### src/rtl/retire.sv
// Retire/writeback stage: registers the retiring uop (RB0 -> RB1), drives the RF write port,
// counts retired uops, tracks last PC and runs a RUN/DRAIN/HALTED quiesce FSM.
// Optional RB0 forwarding port enabled by defining RETIRE_BYPASS_EN.
// uinstr_mm1 packing: [37] valid, [36:32] rd, [31:0] pc.
module retire #(
    parameter int CNT_W        = 64,
    parameter int DRAIN_CYCLES = 4
) (
    input  logic             clk,
    input  logic             reset,
    input  logic [37:0]      uinstr_mm1,
    input  logic [31:0]      result_mm1,
    input  logic             halt_req,
    input  logic             resume,
    output logic             rf_wr_en,
    output logic [4:0]       rf_wr_addr,
    output logic [31:0]      rf_wr_data,
    output logic [CNT_W-1:0] retire_cnt,
    output logic [31:0]      last_pc,
    output logic             halted,
    output logic             retire_err,
    output logic             byp_valid,
    output logic [4:0]       byp_rd,
    output logic [31:0]      byp_data
);

    localparam int IDLE_W = $clog2(DRAIN_CYCLES + 1);
    localparam logic [IDLE_W-1:0] IDLE_MAX = IDLE_W'(DRAIN_CYCLES);

    typedef enum logic [1:0] {
        ST_RUN    = 2'd0,
        ST_DRAIN  = 2'd1,
        ST_HALTED = 2'd2
    } state_t;

    logic        mm1_valid;
    logic [4:0]  mm1_rd;
    logic [31:0] mm1_pc;

    assign mm1_valid = uinstr_mm1[37];
    assign mm1_rd    = uinstr_mm1[36:32];
    assign mm1_pc    = uinstr_mm1[31:0];

    logic              rb1_valid_q, rb1_valid_d;
    logic [4:0]        rb1_rd_q, rb1_rd_d;
    logic [31:0]       rb1_data_q, rb1_data_d;
    logic [CNT_W-1:0]  cnt_q, cnt_d;
    logic [31:0]       last_pc_q, last_pc_d;
    logic              err_q, err_d;
    state_t            state_q, state_d;
    logic [IDLE_W-1:0] idle_q, idle_d;

    // Retire datapath: counter and last PC move on the same edge that loads RB1,
    // so they agree with the rf_wr_* port in the cycle the uop is visible there.
    always_comb begin
        rb1_valid_d = mm1_valid;
        rb1_rd_d    = mm1_rd;
        rb1_data_d  = result_mm1;
        cnt_d       = cnt_q;
        last_pc_d   = last_pc_q;
        err_d       = err_q;
        if (mm1_valid) begin
            cnt_d     = cnt_q + CNT_W'(1);
            last_pc_d = mm1_pc;
        end
        if (rb1_valid_q && (state_q == ST_HALTED)) begin
            err_d = 1'b1;
        end
    end

    always_comb begin
        state_d = state_q;
        idle_d  = idle_q;
        case (state_q)
            ST_RUN: begin
                if (halt_req) begin
                    state_d = ST_DRAIN;
                    idle_d  = '0;
                end
            end
            ST_DRAIN: begin
                if (!halt_req) begin
                    state_d = ST_RUN;
                end else begin
                    if (mm1_valid) begin
                        idle_d = '0;
                    end else if (idle_q != IDLE_MAX) begin
                        idle_d = idle_q + IDLE_W'(1);
                    end
                    // Halt on the edge that completes the last required idle cycle.
                    if (idle_d == IDLE_MAX) begin
                        state_d = ST_HALTED;
                    end
                end
            end
            ST_HALTED: begin
                if (resume) begin
                    state_d = ST_RUN;
                end
            end
            default: begin
                state_d = ST_RUN;
                idle_d  = '0;
            end
        endcase
    end

    always_ff @(posedge clk or posedge reset) begin
        if (reset) begin
            rb1_valid_q <= 1'b0;
            rb1_rd_q    <= '0;
            rb1_data_q  <= '0;
            cnt_q       <= '0;
            last_pc_q   <= '0;
            err_q       <= 1'b0;
            state_q     <= ST_RUN;
            idle_q      <= '0;
        end else begin
            rb1_valid_q <= rb1_valid_d;
            rb1_rd_q    <= rb1_rd_d;
            rb1_data_q  <= rb1_data_d;
            cnt_q       <= cnt_d;
            last_pc_q   <= last_pc_d;
            err_q       <= err_d;
            state_q     <= state_d;
            idle_q      <= idle_d;
        end
    end

    assign rf_wr_en   = rb1_valid_q && (rb1_rd_q != 5'd0);
    assign rf_wr_addr = rb1_rd_q;
    assign rf_wr_data = rb1_data_q;
    assign retire_cnt = cnt_q;
    assign last_pc    = last_pc_q;
    assign halted     = (state_q == ST_HALTED);
    assign retire_err = err_q;

`ifdef RETIRE_BYPASS_EN
    assign byp_valid = mm1_valid && (mm1_rd != 5'd0);
    assign byp_rd    = mm1_rd;
    assign byp_data  = result_mm1;
`else
    assign byp_valid = 1'b0;
    assign byp_rd    = 5'd0;
    assign byp_data  = 32'd0;
`endif

endmodule

### config.mk
export PLATFORM = sky130hd
export DESIGN_NAME = retire
export DESIGN_NICKNAME = d
export VERILOG_FILES = /design/src/rtl/retire.sv
export SDC_FILE = /design/constraint.sdc
export NUM_CORES = 1
export LEC_CHECK = 0
export CORE_MARGIN = 2
export CORE_UTILIZATION = 38
export DETAILED_ROUTE_END_ITERATION = 6
export HOLD_SLACK_MARGIN = 0.12
export PLACE_DENSITY = 0.87
export SYNTH_ARGS = -nofsm -noshare
export SYNTH_HDL_FRONTEND = slang
export SYNTH_SLANG_ARGS = --single-unit
### constraint.sdc
create_clock -name clk -period 4.85 [get_ports clk]
set_clock_uncertainty 0.2 [all_clocks]
set_input_delay 0.97 -clock clk [delete_from_list [all_inputs] [get_ports clk]]
set_output_delay 0.97 -clock clk [all_outputs]
set_load 0.1 [all_outputs]
==> results of run 1 <==
[final timing paths]
kind,start,endpoint,slack [ns]
min in group asynchronous,reset,last_pc[21],0.88
hold reg to reg,retire_err,retire_err,0.26
setup / recovery,rf_wr_addr[0],rf_wr_en,1.21
setup reg to reg,retire_cnt[2],retire_cnt[41],2.25
hold / removal,retire_err,retire_err,0.26
max in group asynchronous,reset,retire_cnt[29],2.93
[synthesized netlist by cell type (2+ instances only)]
| master | count | share of area (%) |
|---|---|---|
| or3_1 | 3 | 0.33 |
| buf_4 | 38 | 5.0 |
| nand2b_1 | 3 | 0.33 |
| dfrtp_1 | 140 | 61 |
| buf_2 | 2 | 0.17 |
| ha_1 | 3 | 0.66 |
| mux2_2 | 33 | 6.5 |
| or4_1 | 2 | 0.26 |
| nor4_1 | 7 | 0.77 |
| nand3_1 | 26 | 2.3 |
| nor3_2 | 3 | 0.52 |
| xnor2_1 | 39 | 6.0 |
| nor3_1 | 12 | 1.0 |
| nor2b_1 | 3 | 0.33 |
| nand4_1 | 13 | 1.4 |
| clkbuf_1 | 4 | 0.26 |
| nor2_1 | 16 | 1.0 |
| inv_1 | 9 | 0.59 |
| a21o_1 | 2 | 0.26 |
| a21oi_1 | 5 | 0.44 |
| or4_4 | 2 | 0.39 |
| and3_1 | 10 | 1.1 |
| nand2_1 | 27 | 1.8 |
| and4_1 | 10 | 1.5 |
| xor2_1 | 24 | 3.7 |
| o21ai_0 | 2 | 0.17 |
[flip-flops by register name, summed over array words and instances (netlist names)]
register	flops
retire_cnt	64
last_pc	32
rf_wr_data	32
rf_wr_addr	5
idle_q	3
state_q	2
rb1_valid_q	1
retire_err	1
[per-stage QoR]
step | std cells | power, mW | util, %
after detailed placement | 841 | 2.37 | 54.0
after global placement | 841 | 2.37 | 54.0
after global routing | 873 | 3.83 | 58.2
final | 873 | 3.69 | 58.2
after floorplan | 489 | 2.12 | -
after CTS | 873 | 3.73 | 58.2
[power breakdown]
part,switching (mW),internal (mW),total (mW)
clock network,0.519,0.816,1.34
registers,0.0732,1.24,1.32
logic,0.803,0.231,1.03
total,1.40,2.29,3.69
[worst max-delay path: stages, from the launching register on]
cell and delay (ns):
dfrtp_1 0.38, or4_1 0.52, o21a_1 0.19, clkdlybuf4s50_1 0.96
[final cells by class]
type | instances | area, µm² | area share (%)
Multi-Input combinational cell | 295 | 2010 | 23.6
Timing Repair Buffer | 213 | 2130 | 25.0
Clock inverter | 15 | 188 | 2.20
Tap cell | 184 | 230 | 2.70
Clock buffer | 17 | 425 | 4.99
Sequential cell | 140 | 3500 | 41.1
Inverter | 9 | 37.5 | 0.440
[metal layers]
| layer | up-vias | global-route usage, % | wire length, µm |
|---|---|---|---|
| met4 | 0 | 7.11 | 337 |
| li1 | 1932 | - | - |
| met1 | 2046 | 21.0 | 5360 |
| met5 | - | 0 | 0 |
| met3 | 29 | 8.27 | 1290 |
| met2 | 174 | 28.3 | 6940 |
[kinds of logic after synthesis]
kind of cell               synth area share [%]
AOI/OAI and AO/OA                          1.40
xor gates and xnor gates                   9.65
adders and majority gates                 0.656
buffers and inverters                      6.08
DFF                                        61.2
muxes                                      6.67
other                                    0.0656
and+or+nand+nor                            14.2
==> summary.txt, run 1 <==
Syn-to-layout area delta: 49.0%
Die Y: 127 µm
setup_tns: 0 ns
Yosys reg bits: 140
Port Buffers: 209
asr flop ratio synth: 100%
Root Buffer: clkbuf_16
Detail Placement HPWL: 10200 µm
final net count: 753
fill count: 1178
Crit path arrival time: 2.47 ns
gpl congestion: 0.771
most frequent cells in the layout: clkdlybuf4s50_1 (208), dfrtp_1 (140), xnor2_1 (39)
clk slew on worst S/H paths: 0.06 ns
Remaining DRCs: 0
WL final: 13900 µm
first-pass GRT wire length: 21900 µm
sequential area share after synthesis: 61.2%
Slew @ Worst Pin: 1.05 ns
cts bufs inserted: 17
vias in the first global route: 4202
initial drt markers: 168
setup ws final: 1.21 ns
Clk Latency, worst-skew pair: 0.42 ns
placed cell area: 7910 µm²
Tcrit/Tclk final: 75.0%
Design Area, Final: 8520 µm²
RSZ-0062 raised after global routing: false
remaining global-route overflow: 0
IO Count: 248
final hold violations: 0
Slew headroom: 29.9%
Pre-antenna DRT Iters: 4
H-tree depth: 4
Crit. End Element: output port
row count: 44
mean post-synth cell area: 12.7 µm²
Worst Hold Class: flop to flop
mapped cell area: 5720 µm²
via/cell ratio: 4.79
Placeable Area: 14600 µm²
CP Launch Type: flop
peak supply drop: 0.315 mV
Via Count: 4181
Setup Buffers After CTS: 0
clk sink count: 140
warning count from the yosys run: 0
Longest Clk Path Bufs: 2
largest net degree at the start of global routing: 141
R2R depth: 5
post-CTS sizing: 0
worst-path fanout max: 2
Post-synth top flop: dfrtp_1
Final Max Slew Viols: 0
TritonCTS clock tree: yes
Synth cell types: 40
hold depth: 1
Final Setup Violations: 0
Die X: 127 µm
Fmax achieved: 0.275 GHz
Tot GR Track Use: 17.7%
final hold slack: 0.257 ns
Starting Density: 39.1%
Final ANT Viol Nets: 0
leading cell type in the layout, fill and taps excluded: clkdlybuf4s50_1
Final Critical Period: 3.64 ns
Static Leakage: 3.71 nW
pre-CTS setup slack: 1.66 ns
Post-Syn Instances: 452
cts hold-fix bufs: 0
antenna cell count: 0
drt wl/cell: 16.0 µm
initial antenna violation count: 0
Max Cap Viol: 0
layout cells sized above 1: 11.5%
Pwr per Cell Area: 433 nW/µm²
die area: 16100 µm²
Crit Path Category: flop to output port
status: complete, no violations
Post-synth EDFFs: 0
Worst Path Required: 3.68 ns
Note: power is estimated with default switching activity, not from simulation.
==> inputs of run 2 (changes only) <==
CORE_UTILIZATION = 42   (was 38)
PLACE_DENSITY = 0.91   (was 0.87)
clock period = 3.8 ns   (was 4.85 ns; I/O delays follow)
==> run 2 against run 1 <==
Effect of this change: highest routed layer unchanged; combinational power grew 26%; non-clock buffer count is the same; critical path depth shrank 2; critical endpoint is now retire_cnt[8]; power grew 25%; die area shrank 9.2%.
==> summary.txt, run 2 (synthesis gave the netlist of run 1 again) <==
HP Start: retire_cnt[63]
die area: 14600 µm²
via/cell ratio: 4.98
Pre-antenna DRT Iters: 4
max incr delay on CP: 1.18 ns
Via Count: 4304
placed cell area: 7840 µm²
Worst Hold Class: flop to flop
Final ANT Viol Nets: 0
Final Max Slew Viols: 0
most frequent cells in the layout: clkdlybuf4s50_1 (185), dfrtp_1 (140), xnor2_1 (39)
clk sink count: 140
Tot GR Track Use: 20.2%
Reg area: 3500 µm²
Worst R2R Setup Slack: 1.21 ns
CP Launch Type: flop
Root Buffer: clkbuf_16
crit path from: retire_cnt[8]
Port Buffers: 209
status: complete, no violations
post-CTS sizing: 0
Design Area, Final: 8420 µm²
R2R depth: 5
Buf/Inv on CP: 1
Fmax achieved: 0.331 GHz
peak supply drop: 0.314 mV
cts hold-fix bufs: 0
Syn-to-layout area delta: 47.2%
Die X: 121 µm
Final Critical Period: 3.02 ns
Worst Hold Endpoint: retire_cnt[63]
Worst Path Required: 2.84 ns
setup_tns: 0 ns
Slew @ Worst Pin: 1.03 ns
Clk Latency, worst-skew pair: 0.43 ns
Setup Buffers After CTS: 0
fill count: 1015
worst-path fanout max: 6
gpl congestion: 0.837
Largest register FFs: 64
RSZ-0062 raised after global routing: false
Die Y: 121 µm
WL final: 14300 µm
Static Leakage: 3.73 nW
Max Cap Viol: 0
final net count: 753
first-pass GRT wire length: 22600 µm
Placeable Area: 13300 µm²
Starting Density: 43.0%
FF-to-FF End: retire_cnt[61]
largest net degree at the start of global routing: 141
cts bufs inserted: 17
Slew headroom: 31.2%
Longest Clk Path Bufs: 2
Crit-path slowest cell: clkdlybuf4s50_1
Final Setup Violations: 0
Pwr per Cell Area: 547 nW/µm²
IO Count: 248
drt wl/cell: 16.5 µm
hold depth: 1
Crit path arrival time: 2.06 ns
Power, Total: 4.61 mW
row count: 42
area of the multi-input gates: 2010 µm²
vias in the first global route: 4429
layout cells sized above 1: 14.4%
largest delay contributor family on the critical path: buffers and inverters
clk slew on worst S/H paths: 0.06 ns
initial drt markers: 328
antenna cell count: 0
Tcrit/Tclk final: 79.6%
leading cell type in the layout, fill and taps excluded: clkdlybuf4s50_1
CP cell instances: clkdlybuf4s50_1
H-tree depth: 4
stages on the worst setup path: 1
Crit Path Category: flop to output port
Remaining DRCs: 0
initial antenna violation count: 0
TritonCTS clock tree: yes
final hold violations: 0
remaining global-route overflow: 0
Crit. End Element: output port
Detail Placement HPWL: 10600 µm
R2R Path Start: retire_cnt[29]
[run 2: area by class of cell]
type | instances | share of cell area [%]
Sequential cell | 140 | 41.6
Timing Repair Buffer | 213 | 24.6
Multi-Input combinational cell | 295 | 23.8
Clock buffer | 22 | 5.51
Tap cell | 176 | 2.61
Clock inverter | 10 | 1.38
Inverter | 9 | 0.446
[run 2: metrics by stage]
stage	hold WS, ns	util (%)	std cells	setup slack, ns
2_1_floorplan	0.250	-	489	0.776
3_3_place_gp	0.245	59.0	833	0.930
3_5_place_dp	0.261	59.0	833	0.832
4_1_cts	0.271	63.3	865	0.756
5_1_grt	0.283	63.3	865	0.722
6_report	0.268	63.3	865	0.777
[run 2: worst max path at each step]
stage	endpoint	slack [ns]
final	retire_cnt[8]	0.78
after CTS	retire_cnt[8]	0.76
after global placement	retire_cnt[60]	0.93
after floorplan	retire_cnt[51]	0.78
after detailed placement	retire_cnt[60]	0.83
after global routing	retire_cnt[46]	0.72
[run 2: worst register-to-register path, stage by stage, from the launching register on]
cell	delay [ns]
dfrtp_1	0.44
and4_1	0.30
and3_1	0.31
nand3_1	0.55
nor4_1	0.53
xor2_1	0.18
[run 2: power by group]
| part | switching, mW | total [mW] | internal, mW |
|---|---|---|---|
| combinational | 1.02 | 1.30 | 0.281 |
| sequential | 0.0986 | 1.69 | 1.59 |
| clock | 0.626 | 1.62 | 0.997 |
[run 2: per-layer routing]
layer,global-route usage [%],routed length (µm),vias up
li1,-,-,1932
met2,34.1,7460,181
met5,0,0,-
met3,7.92,1150,29
met1,22.8,5380,2162
met4,8.79,310,0
